## src/rtl/clk_div_ctrl.sv

```systemverilog
// clk_div_ctrl: run-time controller for a programmable integer clock divider.
// It starts and stops a divided clock only on period boundaries. Ratio changes
// come in through a valid/ready handshake and are held as a pending ratio. A
// pending ratio takes effect at the next period boundary, or immediately when
// the divider is idle. The block produces a registered divided clock and a
// one-cycle tick in the last cycle of each period.
module clk_div_ctrl #(
  parameter int DIV_W       = 8,
  parameter int DEFAULT_DIV = 2
) (
  input  logic             clk,
  input  logic             rst,
  input  logic             en,
  input  logic             cfg_valid,
  input  logic [DIV_W-1:0] cfg_div,
  output logic             cfg_ready,
  output logic             cfg_err,
  output logic             clk_out,
  output logic             tick,
  output logic             busy,
  output logic [DIV_W-1:0] cur_div
);

  localparam logic [1:0] S_IDLE = 2'd0;
  localparam logic [1:0] S_RUN  = 2'd1;
  localparam logic [1:0] S_STOP = 2'd2;

  logic [1:0]       r_state;
  logic [DIV_W-1:0] r_cnt;
  logic [DIV_W-1:0] r_cur_div;
  logic [DIV_W-1:0] r_pend_div;
  logic             r_pend_vld;
  logic             r_clk_out;
  logic             r_cfg_err;

  logic             w_busy;
  logic             w_term;
  logic             w_xfer;
  logic             w_legal;
  logic             w_apply;
  logic [DIV_W-1:0] w_next_div;
  logic [DIV_W-1:0] w_next_cnt;
  logic             w_next_high;

  // The high phase is the larger half, so odd ratios get the extra cycle high.
  function automatic logic [DIV_W-1:0] high_len(input logic [DIV_W-1:0] n);
    return n - (n >> 1);
  endfunction

  assign w_busy  = (r_state != S_IDLE);
  assign w_term  = w_busy && (r_cnt == r_cur_div - DIV_W'(1));
  assign w_xfer  = cfg_valid && !r_pend_vld;
  assign w_legal = (cfg_div >= DIV_W'(2));
  // A ratio captured in a terminal cycle is not yet pending. It therefore
  // waits for the following boundary.
  assign w_apply = r_pend_vld && ((r_state == S_IDLE) || w_term);

  assign w_next_div  = w_apply ? r_pend_div : r_cur_div;
  assign w_next_cnt  = w_term ? '0 : r_cnt + DIV_W'(1);
  assign w_next_high = (w_next_cnt < high_len(w_next_div));

  // Run/stop sequencing, period counter and registered divided clock.
  always_ff @(posedge clk) begin
    if (rst) begin
      r_state   <= S_IDLE;
      r_cnt     <= '0;
      r_clk_out <= 1'b0;
    end else begin
      case (r_state)
        S_IDLE: begin
          r_cnt <= '0;
          if (en) begin
            r_state   <= S_RUN;
            r_clk_out <= 1'b1;
          end else begin
            r_clk_out <= 1'b0;
          end
        end
        S_RUN, S_STOP: begin
          // With en low in a terminal cycle, the current period is the last.
          if (w_term && !en) begin
            r_state   <= S_IDLE;
            r_cnt     <= '0;
            r_clk_out <= 1'b0;
          end else begin
            r_state   <= en ? S_RUN : S_STOP;
            r_cnt     <= w_next_cnt;
            r_clk_out <= w_next_high;
          end
        end
        default: begin
          r_state   <= S_IDLE;
          r_cnt     <= '0;
          r_clk_out <= 1'b0;
        end
      endcase
    end
  end

  // Ratio handshake, the pending slot, and the hand-over to the active ratio.
  always_ff @(posedge clk) begin
    if (rst) begin
      r_cur_div  <= DIV_W'(DEFAULT_DIV);
      r_pend_vld <= 1'b0;
      r_cfg_err  <= 1'b0;
    end else begin
      r_cfg_err <= w_xfer && !w_legal;
      if (w_apply) begin
        r_cur_div  <= r_pend_div;
        r_pend_vld <= 1'b0;
      end else if (w_xfer && w_legal) begin
        r_pend_vld <= 1'b1;
      end
    end
  end

  // The pending ratio is only meaningful while r_pend_vld is set.
  always_ff @(posedge clk) begin
    if (w_xfer && w_legal) begin
      r_pend_div <= cfg_div;
    end
  end

  assign cfg_ready = !r_pend_vld;
  assign cfg_err   = r_cfg_err;
  assign clk_out   = r_clk_out;
  assign tick      = w_term;
  assign busy      = w_busy;
  assign cur_div   = r_cur_div;

endmodule

```

## config.mk

```make
export PLATFORM = sky130hd
export DESIGN_NAME = clk_div_ctrl
export DESIGN_NICKNAME = d
export VERILOG_FILES = /design/src/rtl/clk_div_ctrl.sv
export SDC_FILE = /design/constraint.sdc
export NUM_CORES = 1
export LEC_CHECK = 0
export ABC_AREA = 1
export BUFFER_PORTS_ARGS = -buffer_cell sky130_fd_sc_hd__buf_2
export CAP_MARGIN = 10
export CORE_ASPECT_RATIO = 0.7
export CORE_MARGIN = 1.5
export CORE_UTILIZATION = 40
export CTS_CLUSTER_SIZE = 16
export DETAILED_ROUTE_END_ITERATION = 10
export GPL_TIMING_DRIVEN = 1
export MAX_ROUTING_LAYER = met4
export PLACE_DENSITY = 0.69
export REMOVE_ABC_BUFFERS = 1
export SYNTH_ARGS = -nofsm -noshare
export SYNTH_HDL_FRONTEND = slang
export SYNTH_SLANG_ARGS = --single-unit
```

## constraint.sdc

```tcl
create_clock -name clk -period 4.38 [get_ports clk]
set_clock_uncertainty 0.2 [all_clocks]
set_input_delay 0.657 -clock clk [delete_from_list [all_inputs] [get_ports clk]]
set_output_delay 0.657 -clock clk [all_outputs]
set_load 0.05 [all_outputs]
```

==> metrics.md <==
| Metric | Value |
|---|---|
| PD cells | 377 nW/um^2 |
| Resized Gates After CTS | 0 |
| DRT Pass-1 Iters | 4 |
| Non-filler instance count after layout | 376 |
| Residual DRC count | 0 |
| Register bit total from synthesis | 29 |
| F_max | around 250 MHz |
| # port buffers | 24 |
| Switching pwr | roughly 340 uW |
| Tcrit/Tclk final | 90.8% |
| Post-synth EDFFs | 8 |
| Worst EP required | 4.40 ns |
| Clock power share | 23.4% |
| Hold path depth | 2 |
| Global-route wire length before repair | 6.89 mm |
| Critical path type | reg -> reg |
| Avg Synthesized Cell Area | 7.23 um^2 |
| Synth top area cells | dfxtp_1 21%, nand2_1 13%, edfxtp_1 12% |
| Most used DFF post-synth | dfxtp_1 |
| Antenna violations before repair | 0 |
| Slew HR | 75.1% |
| Asr flop ratio synth | 0% |
| Clk Latency, worst-skew pair | about 0.28 ns |
| Crit-path max cell delay | 0.33 ns |
| Fin Setup TNS | 0 ns |
| Worst r2r dst | clk_out |
| Ant diodes | 0 |
| LEAKAGE | 1.19 nW |
| Final setup viols | 0 |
| Row count | 21 |
| Worst Reg2Reg Path Length in Cells | 28 |
| Seq pwr share | about a third |
| Nets@finish | approximately 340 |
| GP Congestion | 0.928 |
| Max Slew Vio Count | 0 |
| Core area | ~4800 um^2 |
| RSZ-0062 raised after global routing | false |
| Peak VDD IR | 0.210 mV |
| Syn Std Cell Area | between 1500 and 2000 um^2 |
| Wirelength per Cell | between 10 and 15 um |
| Final hold viol count | 0 |
| Hold EP | r_state[0] |
| Initial Util | 41.7% |
| Crit path launch type | flip-flop |
| Hold_sp | r_state[0] |
| Drt via density | 4.56 |
| Post-CTS Hold Buffers | 0 |
| GR Util All Layers | 17.9% |
| Register area | between 600 and 700 um^2 |
| Worst path most repeated cell | nand2_1 |
| FF-to-FF Start | cur_div[0] |
| Yosys warning count | 0 |
| Arrival time at the worst endpoint | ~4.0 ns |
| Placed insts | 368 |
| Synth top cells by count | 69 x nand2_1, 48 x inv_1, 29 x nor2_1 |
| DRT antenna net count | 0 |
| Worst hold-check path type | reg -> reg |
| Die H | 62.1 um |
| Clock-pin slew on the worst setup and hold paths | 0.06 ns |
| Status | completed |
| CTS max path bufs | 2 |
| TritonCTS clock tree | built |
| Post-CTS Setup Bufs | 0 |
| Vias in the first global route | 1,500 |
| R2r setup slk | 0.40 ns |
| Crit Path Max Fanout | 15 |
| DRT iter0 DRCs | slightly above 100 |
| Sw Ratio | 38.3% |
| Inserted Clock Buffers | 5 |
| Chip Width | 87.4 um |
| Comb power frac | 41.4% |
| Max-Cap Viols | 0 |
| Synth unique cells | 35 |
| Share of cells above drive strength 1 | between 20 and 25% |
| Largest net degree at the start of global routing | 16 |
| Worst-margin pin slew | between 0.3 and 0.4 ns |
| TritonCTS Sinks | 29 |
| Area growth syn-to-layout | 17.5% |
| Via count | roughly 1,700 |
| Multi-input gate area | 1190 um^2 |
| Fin crit period | 3.98 ns |
| CP max stage cell | dfxtp_2 |
| Power Internal | around 550 uW |
| # fillers | 484 |
| Die area | 5430 um^2 |
| Count leader, synth | nand2_1 |
| Syn Inst Count | 276 |
| # IOs | 25 |
| Top cell type's share of synthesized area | 21.1% |
| GRT Residual Overflow | 0 |
| Element type at the critical path end | flip-flop |
| H-Tree Depth | 2 |
| Register area share after synthesis | 33.1% |
| DP HPWL | 3.48 mm |
| CTS Root Cell | clkbuf_8 |
| Synth area leader | dfxtp_1 |
| Routed wire length | about 4.3 mm |
-- critical path: cells and delay by family, from the launching register on --
kind | cells | cell delay [ns]
AO/OA/AOI/OAI | 8 | 1.18
XOR/XNOR | 1 | 0.16
adder cells (fa/ha/maj) | 3 | 0.68
buffers and inverters | 3 | 0.19
flip-flops | 1 | 0.33
AND/OR/NAND/NOR | 13 | 1.17
-- metrics by stage --
stage	cell area, um^2	hold WS, ns	setup slack (ns)	power (mW)	util, %
floorplan	1980	0.264	0.0896	0.589	-
global placement	2200	0.290	0.159	0.655	45.9
detailed placement	2200	0.299	0.0414	0.663	45.9
CTS	2280	0.306	0.0214	0.874	47.6
global route	2340	0.350	0.0271	0.956	49.0
finish	2340	0.304	0.402	0.883	49.0
-- cell type report --
class                      instances  area share (%)
inverter                          53            8.49
clock buffer                       8            3.42
timing repair buffer              25            5.45
multi-input combinational        192            50.7
tap                               69            3.68
sequential                        29            28.3
-- kinds of logic after synthesis --
group / synth area share [%]
buffers and inverters: 10.5
xor gates and xnor gates: 5.27
DFF: 33.1
muxes: 1.13
and+or+nand+nor: 28.2
AOI/OAI and AO/OA: 9.41
adders and majority gates: 12.3
-- cell usage in the layout (no fill, tap or decap), types with 2 or more instances in the layout --
cell type / synthesis / final
nor2_2: 3 / 4
ha_1: 18 / 16
o21ai_2: 5 / 3
nor2_1: 29 / 28
inv_1: 48 / 48
inv_2: 4 / 4
xor2_1: 5 / 5
dfxtp_1: 21 / 19
o21ai_4: 0 / 2
o21ai_0: 6 / 3
or2_2: 2 / 2
nand2_2: 6 / 6
nand3_1: 11 / 11
nor3_1: 4 / 3
nand2_1: 69 / 68
ha_4: 0 / 2
o21ai_1: 3 / 6
edfxtp_1: 8 / 8
dfxtp_2: 0 / 2
buf_2: 0 / 24
clkbuf_8: 0 / 5
a21oi_1: 10 / 10
clkbuf_1: 1 / 3
xnor2_1: 7 / 7
-- flip-flops by register name, indices dropped and copies added (netlist names) --
| register | cells |
|---|---|
| cfg_err | 1 |
| clk_out | 1 |
| cur_div | 8 |
| r_cnt | 8 |
| r_pend_div | 8 |
| r_pend_vld | 1 |
| r_state | 2 |
-- power groups by stage --
| stage | Clock [mW] | Sequential, mW | Combinational (mW) |
|---|---|---|---|
| after floorplan | 0 | 0.337 | 0.252 |
| after global placement | 0 | 0.315 | 0.340 |
| after detailed placement | 0 | 0.316 | 0.348 |
| after CTS | 0.214 | 0.310 | 0.350 |
| after global routing | 0.225 | 0.313 | 0.417 |
| final | 0.207 | 0.311 | 0.365 |
-- per-layer routing --
layer  track usage (%)  share of wire [%]  up-vias
li1                  -                  -      932
met5                 -                  0        -
met3              3.96                5.0        4
met4              6.12               0.89        0
met2              26.7                 42       28
met1              24.2                 52      752
-- worst max-delay path by stage --
stage | start | slack [ns] | cells after the start | endpoint
finish | cur_div[0] | 0.40 | 28 | clk_out
global route | cur_div[1] | 0.03 | 28 | clk_out
CTS | cur_div[0] | 0.02 | 28 | clk_out
detailed placement | cur_div[0] | 0.04 | 28 | clk_out
global placement | cur_div[0] | 0.16 | 28 | clk_out
floorplan | cur_div[0] | 0.09 | 28 | clk_out
Power figures use the tool's default switching activity.
